`config.mk`:
```
export PLATFORM = sky130hd
export DESIGN_NAME = m_ucode_seq_flat
export DESIGN_NICKNAME = d
export VERILOG_FILES = /design/src/rtl/m_ucode_seq_pkg.sv /design/src/rtl/m_ucode_seq_if.sv /design/src/rtl/m_ucode_seq.sv /design/src/flat_wrapper.sv
export SDC_FILE = /design/constraint.sdc
export NUM_CORES = 1
export LEC_CHECK = 0
export ABC_AREA = 1
export CAP_MARGIN = 20
export CORE_UTILIZATION = 30
export CTS_BUF_LIST = sky130_fd_sc_hd__clkbuf_2
export DETAILED_ROUTE_END_ITERATION = 7
export DONT_BUFFER_PORTS = 1
export MAX_ROUTING_LAYER = met4
export PLACE_DENSITY = 0.42
export SLEW_MARGIN = 40
export SYNTH_ARGS = -nofsm -noshare
export SYNTH_HDL_FRONTEND = slang
export SYNTH_SLANG_ARGS = --single-unit
```
`constraint.sdc`:
```
create_clock -name clk -period 2.3 [get_ports clk]
set_input_delay 0.23 -clock clk [delete_from_list [all_inputs] [get_ports clk]]
set_output_delay 0.23 -clock clk [all_outputs]
set_load 0.005 [all_outputs]
```
`src/rtl/m_ucode_seq_pkg.sv`:
```
// Shared definitions for the microcode sequencer: sequencing opcodes, default
// entry points and the placement of the sequencing fields in the 48-bit ROM word.
package m_ucode_seq_pkg;

  typedef enum logic [2:0] {
    UC_NEXT     = 3'd0,
    UC_DISPATCH = 3'd1,
    UC_BRANCH   = 3'd2,
    UC_CALL     = 3'd3,
    UC_RETURN   = 3'd4,
    UC_LOOPLD   = 3'd5,
    UC_LOOP     = 3'd6,
    UC_RSVD     = 3'd7
  } uc_ctl_e;

  typedef enum logic [1:0] {
    ST_RST  = 2'd0,
    ST_BOOT = 2'd1,
    ST_RUN  = 2'd2
  } seq_state_e;

  localparam int          ROM_W         = 48;
  localparam logic [7:0]  BOOT_ADDR_DEF = 8'h00;
  localparam logic [7:0]  TRAP_ADDR_DEF = 8'hF0;

  // d_nxt occupies the low byte, d_ctl sits directly above it
  localparam int NXT_LSB = 0;
  localparam int NXT_MSB = 7;
  localparam int CTL_LSB = 8;
  localparam int CTL_MSB = 10;

  function automatic logic [2:0] rom_ctl(input logic [ROM_W-1:0] word);
    return word[CTL_MSB:CTL_LSB];
  endfunction

  function automatic logic [7:0] rom_nxt(input logic [ROM_W-1:0] word);
    return word[NXT_MSB:NXT_LSB];
  endfunction

endpackage

```
`src/rtl/m_ucode_seq_if.sv`:
```
// Signals between the microcode ROM / datapath and the microsequencer.
// The slave modport is the sequencer's view; master is the ROM/datapath side.
interface m_ucode_seq_if #(
  parameter int AW = 8,
  parameter int CW = 5
);
  logic          stall;
  logic [2:0]    d_ctl;
  logic [AW-1:0] d_nxt;
  logic          cond;
  logic [AW-1:0] dispatch_addr;
  logic [CW-1:0] loop_ld;
  logic          irq;
  logic [AW-1:0] minx;
  logic          progress_ucode;
  logic          irq_ack;
  logic          uerr;
  logic          running;

  modport slave (
    input  stall, d_ctl, d_nxt, cond, dispatch_addr, loop_ld, irq,
    output minx, progress_ucode, irq_ack, uerr, running
  );

  modport master (
    output stall, d_ctl, d_nxt, cond, dispatch_addr, loop_ld, irq,
    input  minx, progress_ucode, irq_ack, uerr, running
  );
endinterface

```
`src/rtl/m_ucode_seq.sv`:
```
// Microsequencer: produces the ROM micro address and read-enable, tracking the
// one-cycle EBR latency so that d_* always describe the word at cur_q.
//
// state   | meaning
// --------+-----------------------------------------------------------------
// ST_RST  | held in reset; RE=0, ROM output not yet valid
// ST_BOOT | one cycle fetching BOOT_ADDR; stall ignored
// ST_RUN  | normal sequencing; RE=~stall, d_* valid for the word at cur_q
module m_ucode_seq
  import m_ucode_seq_pkg::*;
#(
  parameter int            AW        = 8,
  parameter int            CW        = 5,
  parameter logic [AW-1:0] BOOT_ADDR = AW'(BOOT_ADDR_DEF),
  parameter logic [AW-1:0] TRAP_ADDR = AW'(TRAP_ADDR_DEF)
) (
  input  logic          clk,
  input  logic          rst_n,
  m_ucode_seq_if.slave  bus
);

  seq_state_e    state_q, state_nxt;
  logic [AW-1:0] cur_q, cur_d;
  logic [AW-1:0] ret_q, ret_d;
  logic [CW-1:0] cnt_q, cnt_d;
  logic [AW-1:0] minx;
  logic          re;
  logic          irq_ack;
  logic          uerr;
  logic          running;
  logic [AW-1:0] cur_inc;
  uc_ctl_e       ctl;

  assign ctl     = uc_ctl_e'(bus.d_ctl);
  assign cur_inc = cur_q + AW'(1);

  always_ff @(posedge clk or negedge rst_n) begin
    if (!rst_n) begin
      state_q <= ST_RST;
      cur_q   <= BOOT_ADDR;
      ret_q   <= '0;
      cnt_q   <= '0;
    end else begin
      state_q <= state_nxt;
      cur_q   <= cur_d;
      ret_q   <= ret_d;
      cnt_q   <= cnt_d;
    end
  end

  always_comb begin
    state_nxt = state_q;
    minx      = BOOT_ADDR;
    re        = 1'b0;
    irq_ack   = 1'b0;
    uerr      = 1'b0;
    running   = 1'b0;
    cur_d     = cur_q;
    ret_d     = ret_q;
    cnt_d     = cnt_q;

    case (state_q)
      ST_RST: begin
        state_nxt = ST_BOOT;
      end

      ST_BOOT: begin
        re        = 1'b1;
        cur_d     = BOOT_ADDR;
        state_nxt = ST_RUN;
      end

      ST_RUN: begin
        running = 1'b1;
        re      = ~bus.stall;
        case (ctl)
          UC_NEXT:     minx = bus.d_nxt;
          UC_DISPATCH: begin
            minx    = bus.irq ? TRAP_ADDR : bus.dispatch_addr;
            irq_ack = bus.irq & ~bus.stall;
          end
          UC_BRANCH:   minx = bus.cond ? bus.d_nxt : cur_inc;
          UC_CALL: begin
            minx = bus.d_nxt;
            if (re) ret_d = cur_inc;
          end
          UC_RETURN:   minx = ret_q;
          UC_LOOPLD: begin
            minx = bus.d_nxt;
            if (re) cnt_d = bus.loop_ld;
          end
          UC_LOOP: begin
            // N in the counter means N re-executions beyond the first pass
            if (cnt_q != '0) begin
              minx = cur_q;
              if (re) cnt_d = cnt_q - CW'(1);
            end else begin
              minx = bus.d_nxt;
            end
          end
          default: begin
            minx = bus.d_nxt;
            uerr = ~bus.stall;
          end
        endcase
        if (re) cur_d = minx;
      end

      default: state_nxt = ST_RST;
    endcase
  end

  assign bus.minx           = minx;
  assign bus.progress_ucode = re;
  assign bus.irq_ack        = irq_ack;
  assign bus.uerr           = uerr;
  assign bus.running        = running;

endmodule

```
`src/flat_wrapper.sv`:
```
// flat-port wrapper written by rule: the top's interface ports become plain ports
module m_ucode_seq_flat import m_ucode_seq_pkg::*;
#(
  parameter int            AW        = 8,
  parameter int            CW        = 5,
  parameter logic [AW-1:0] BOOT_ADDR = AW'(BOOT_ADDR_DEF),
  parameter logic [AW-1:0] TRAP_ADDR = AW'(TRAP_ADDR_DEF)
)
  (clk, rst_n, bus_stall, bus_d_ctl, bus_d_nxt, bus_cond, bus_dispatch_addr, bus_loop_ld, bus_irq, bus_minx, bus_progress_ucode, bus_irq_ack, bus_uerr, bus_running);
  m_ucode_seq_if #(.AW(AW), .CW(CW)) bus_i ();
  input  logic clk;
  input  logic rst_n;
  input wire logic [$bits(bus_i.stall)-1:0] bus_stall;
  input wire logic [$bits(bus_i.d_ctl)-1:0] bus_d_ctl;
  input wire logic [$bits(bus_i.d_nxt)-1:0] bus_d_nxt;
  input wire logic [$bits(bus_i.cond)-1:0] bus_cond;
  input wire logic [$bits(bus_i.dispatch_addr)-1:0] bus_dispatch_addr;
  input wire logic [$bits(bus_i.loop_ld)-1:0] bus_loop_ld;
  input wire logic [$bits(bus_i.irq)-1:0] bus_irq;
  output wire logic [$bits(bus_i.minx)-1:0] bus_minx;
  output wire logic [$bits(bus_i.progress_ucode)-1:0] bus_progress_ucode;
  output wire logic [$bits(bus_i.irq_ack)-1:0] bus_irq_ack;
  output wire logic [$bits(bus_i.uerr)-1:0] bus_uerr;
  output wire logic [$bits(bus_i.running)-1:0] bus_running;
  assign bus_i.stall = bus_stall;
  assign bus_i.d_ctl = bus_d_ctl;
  assign bus_i.d_nxt = bus_d_nxt;
  assign bus_i.cond = bus_cond;
  assign bus_i.dispatch_addr = bus_dispatch_addr;
  assign bus_i.loop_ld = bus_loop_ld;
  assign bus_i.irq = bus_irq;
  assign bus_minx = bus_i.minx;
  assign bus_progress_ucode = bus_i.progress_ucode;
  assign bus_irq_ack = bus_i.irq_ack;
  assign bus_uerr = bus_i.uerr;
  assign bus_running = bus_i.running;
  m_ucode_seq #(.AW(AW), .CW(CW), .BOOT_ADDR(BOOT_ADDR), .TRAP_ADDR(TRAP_ADDR)) u_core (.clk(clk), .rst_n(rst_n), .bus(bus_i));
endmodule
```
* After elaboration in Yosys (flattened, before gate mapping) *
Cells that the tools add are included.

word-level totals
  bits in registers = 23

operators by class
  $add $sub $neg = 2
  eq/ne operators = 12
  mux-type cells = 18
  bitwise gates (word level) = 2
  reductions and logical operators = 9

operator list
  kind                                                                 count
  8-bit 2-to-1 mux                                                     5
  8-bit case mux with 4 select lines                                   1
  8-bit case mux with 2 select lines                                   1
  5-bit 2-to-1 mux                                                     3
  5-bit case mux with 2 select lines                                   1
  3-bit == test (second input constant)                                3
  8-bit by 1-bit adder with 8-bit output (second input constant)       1
  7-bit OR reduction                                                   1
  3-bit by 2-bit == test with 1-bit output (second input constant)     2
  2-bit != test (second input constant)                                3
  2-bit case mux with 3 select lines                                   1
  1-bit 2-to-1 mux                                                     5
  5-bit AND reduction                                                  1
  5-bit nonzero test                                                   1
  5-bit by 1-bit subtractor with 5-bit output (second input constant)  1
  2-bit nonzero test                                                   2
  3-bit by 1-bit == test with 1-bit output (second input constant)     1
  3-bit zero test                                                      1
  3-bit AND reduction                                                  1
  2-bit by 1-bit == test with 1-bit output (second input constant)     1
  2-bit == test (second input constant)                                1
  2-bit zero test                                                      1
  2-bit by 1-bit != test with 1-bit output (second input constant)     1
  1-bit case mux with 2 select lines                                   1
  other kinds (3)                                                      3

* Longest topological paths before layout *
  depth after elaboration = 5
  mapped depth = 13
  gate-level depth less buffers = 13

* Worst setup path after synthesis *
Ideal clock, no wire load.

  path type = register to register
  from = register u_core.state_q[0]
  to = register u_core.ret_q[0]
  library setup time = 123 ps
  arrival = 1648 ps
  required time = 2177 ps
  path slack = 529 ps
  cell stages (with the launch flop) = 11
  period minus slack after synthesis = 1771 ps
  cells stage by stage = dfrtp_1 inv_1 ha_1 buf_6 inv_4 or2_1 buf_6 nor3_4 inv_4 nand2_1 o21ai_2

on the way
  cells in the longest elaborated chain, start to end = 2

ends and longest elaborated chain
  what                                  line               text
  start: declaration                    m_ucode_seq.sv:22  seq_state_e state_q, state_nxt;
  start signal: assignment              m_ucode_seq.sv:44  state_q <= state_nxt;
  2-bit == test                         m_ucode_seq.sv:62  case (state_q)
  3-bit AND reduction (no source line)  --
  end signal: assignment                m_ucode_seq.sv:46  ret_q <= ret_d;
  end: declaration                      m_ucode_seq.sv:24  logic [AW-1:0] ret_q, ret_d;

Every way passes these cells.
A chain may end at the register's enable or synchronous reset.

* Worst setup path after layout *
  from = register u_core.cnt_q[0]
  to = output port bus_minx[6]

on the way
  cells in the longest elaborated chain, start to end = 4

ends and longest elaborated chain
  what                                line                text
  start: declaration                  m_ucode_seq.sv:25   logic [CW-1:0] cnt_q, cnt_d;
  start signal: assignment            m_ucode_seq.sv:47   cnt_q <= cnt_d;
  5-bit nonzero test                  m_ucode_seq.sv:94   if (cnt_q != '0) begin
  8-bit 2-to-1 mux                    m_ucode_seq.sv:94
  8-bit case mux with 4 select lines  m_ucode_seq.sv:76   case (ctl)
  8-bit 2-to-1 mux                    m_ucode_seq.sv:62
  end: declaration                    flat_wrapper.sv:20  output wire logic [$bits(bus_i.minx)-1:0] bus_minx;

Every way passes these cells.

==> out/metrics.cfg <==
[worst_setup_path]
path_class=reg2out
ff2ff_path_depth=9
worstSetupStartpoint=u_core.cnt_q[0]
crit_chain=inv_2 -> ha_1 -> inv_1 -> nor2_4 -> nand2_1 -> nand2_1 -> nor2_1 -> nor2_1 -> nand3_1 -> nand2_1 -> inv_1
cp-start-kind=flip-flop
r2r_start=u_core.state_q[0]
path_common_cell=nand2_1
max_stage_delay_ns=0.45
crit_arrival_ns=1.90
required_ns=2.07
end_kind=primary output
crit_end=bus_minx[6]
worstPathMaxFanout=5
crit_slowest_cell=dfrtp_1
r2r-end=u_core.cnt_q[4]
reg2reg_slack_ns=0.40

[floorplanning]
die_area_mm2=0.00671
row_count=28
core_area_mm2=0.00603
die_y_um=81.9
boundaryPins=41
start_util_pct=31.8
die_w_um=81.9

[synthesis]
syn_nets=340
yosys_warnings=0
syn_area_mm2=0.00192
async_flop_share_pct=100
yosysSeqAreaShare_pct=30.0
synthTopCellsByArea=dfrtp_1, nand2_1, nand3_1
synth_edf_count=0
yosysMostFrequentCell=nand2_1
avgSynthCellArea_um2=6.28
synth-seq-cells=23
netlist_instances=305
synth_area_leader_cell=dfrtp_1
ys_types=30
synth_top_area_share_pct=30.0
synth_common_cells=nand2_1, inv_1, nor2_1, nand3_1, dfrtp_1
synthFlopType=dfrtp_1

[route]
antenna_left=0
drt-total-wl_um=5910
wl_per_cell_um=15.3
first_pass_iters=4
via_count=1924
drc=0
drtIter0Drc=159
routed_via_density=5.00

[sta]
max_freq_mhz=470
finalSetupViolations=0
report.final.slew_viol_count=0
layout_min_cycle_time_ns=2.13
period_share_pct=92.5
grt_setup_unrepaired=false
holdWs_ns=0.0359
fin_tns_setup_ns=0
tightest_slew_ns=0.418
finalHoldViolCount=0
slew_headroom_pct=72.0
fin_skew_ns=0.00245

[pwr]
power_w=0.00112
peakVddDrop_uv=280
p_leak_nw=1.09
powerDensity_mw_per_mm2=544

[placed_design]
port_buffers=0
place.gp.congestion=0.859
dpl.hpwl_um=4780
dp_cells=379

[run]
max_cap_viol_count=0

[layout]
syn_to_final_growth_pct=7.84
diodes=0
post_route_cells_drive_above_1_share_pct=9.03
final_cells=385
final_nets=346
fin_util_pct=34.3

[grt]
grt_antenna_before_repair=0
grt_pass1_vias=1774
grt_overflow_total=0
grt_pass1_wl_um=9410
grtUsageTotal_pct=19.6
grt_max_degree=24

[clock_tree]
numCtsBuffers=3
cts_buffer_depth=2
clk_latency_ns=0.36
cts.sinks=23
cts_tree=yes
clk_transition_reported_paths_ns=0.25
root_buffer=clkbuf_2
htreeDepth=1

[outcome]
run_status=finished clean

[worst_hold_path]
min_path_type=in2reg

-- flip-flops by register name, summed over array words and instances (netlist names) --
register and count:
u_core.state_q 2, u_core.ret_q 8, u_core.cur_q 8, u_core.cnt_q 5
-- cell usage in the layout, fill, tap and decap left out, types with 5 or more instances in the layout --
cell type    n
a21oi_1      6
a31oi_1      5
dfrtp_1     22
ha_1         6
inv_1       41
nand2_1    102
nand3_1     33
nand4_1      7
nor2_1      32
o211ai_1     5
o21ai_0     10
-- kinds of logic after synthesis --
family | synth area share [%]
and+or+nand+nor | 41.4
buffers and inverters | 11.6
AOI/OAI and AO/OA | 12.1
DFF | 30.0
adders and majority gates | 3.92
xor gates and xnor gates | 0.915
-- cell type report --
| type | count | area (um2) |
|---|---|---|
| clock buffers | 4 | 20.0 |
| fillers | 681 | 3960 |
| inverters | 46 | 183 |
| multi-input cells | 231 | 1130 |
| flip-flops and latches | 23 | 577 |
| well taps | 75 | 93.8 |
| repair buffers | 6 | 60.1 |
-- per-stage QoR --
stage | cell area, um2 | setup slack [ns]
floorplan | 1920 | 0.529
global placement | 2000 | 0.302
detailed placement | 2000 | 0.349
CTS | 2060 | 0.0437
global route | 2070 | 0.0137
finish | 2070 | 0.172
-- where the power goes --
group / leakage (nW) / switching, W / internal [W]
logic: 0.792 / 0.000253 / 0.000141
registers: 0.278 / 0.0000676 / 0.000476
clock network: 0.0166 / 0.000141 / 0.0000459
-- worst min-delay path by stage --
stage                    from  cells past startpoint  slack, ns                end
6_report       bus_loop_ld[1]                      2       0.04    u_core.cnt_q[1]
4_1_cts        bus_loop_ld[1]                      2       0.02    u_core.cnt_q[1]
3_3_place_gp            rst_n                      0      -0.07  u_core.state_q[0]
3_5_place_dp            rst_n                      0      -0.07  u_core.state_q[0]
2_1_floorplan           rst_n                      0      -0.07    u_core.cnt_q[0]
5_1_grt          bus_d_ctl[2]                      3       0.03    u_core.ret_q[7]
-- repair_timing --
item / CTS / global route
hold buffers: 2 / 0
setup endpoints to repair: 3 / 4
cloned: 0 / 0
endpoints found under the hold margin: 23 / 0
gates resized for setup: 2 / 5
buffers inserted: 0 / 0
-- worst max-delay path: cells and delay by family, from the launching register on --
| kind | cells | cell delay, ns |
|---|---|---|
| adders and majority gates | 1 | 0.16 |
| buffers and inverters | 3 | 0.21 |
| DFF | 1 | 0.45 |
| and+or+nand+nor | 7 | 0.75 |
-- per-layer routing --
metal / up-vias / global-route usage, % / share of wire [%]
li1: 986 / - / -
met1: 870 / 28.7 / 50
met2: 63 / 29.3 / 42
met3: 5 / 1.67 / 6.4
met4: 0 / 3.68 / 0.78
met5: - / - / 0
Power figures use the tool's default switching activity.
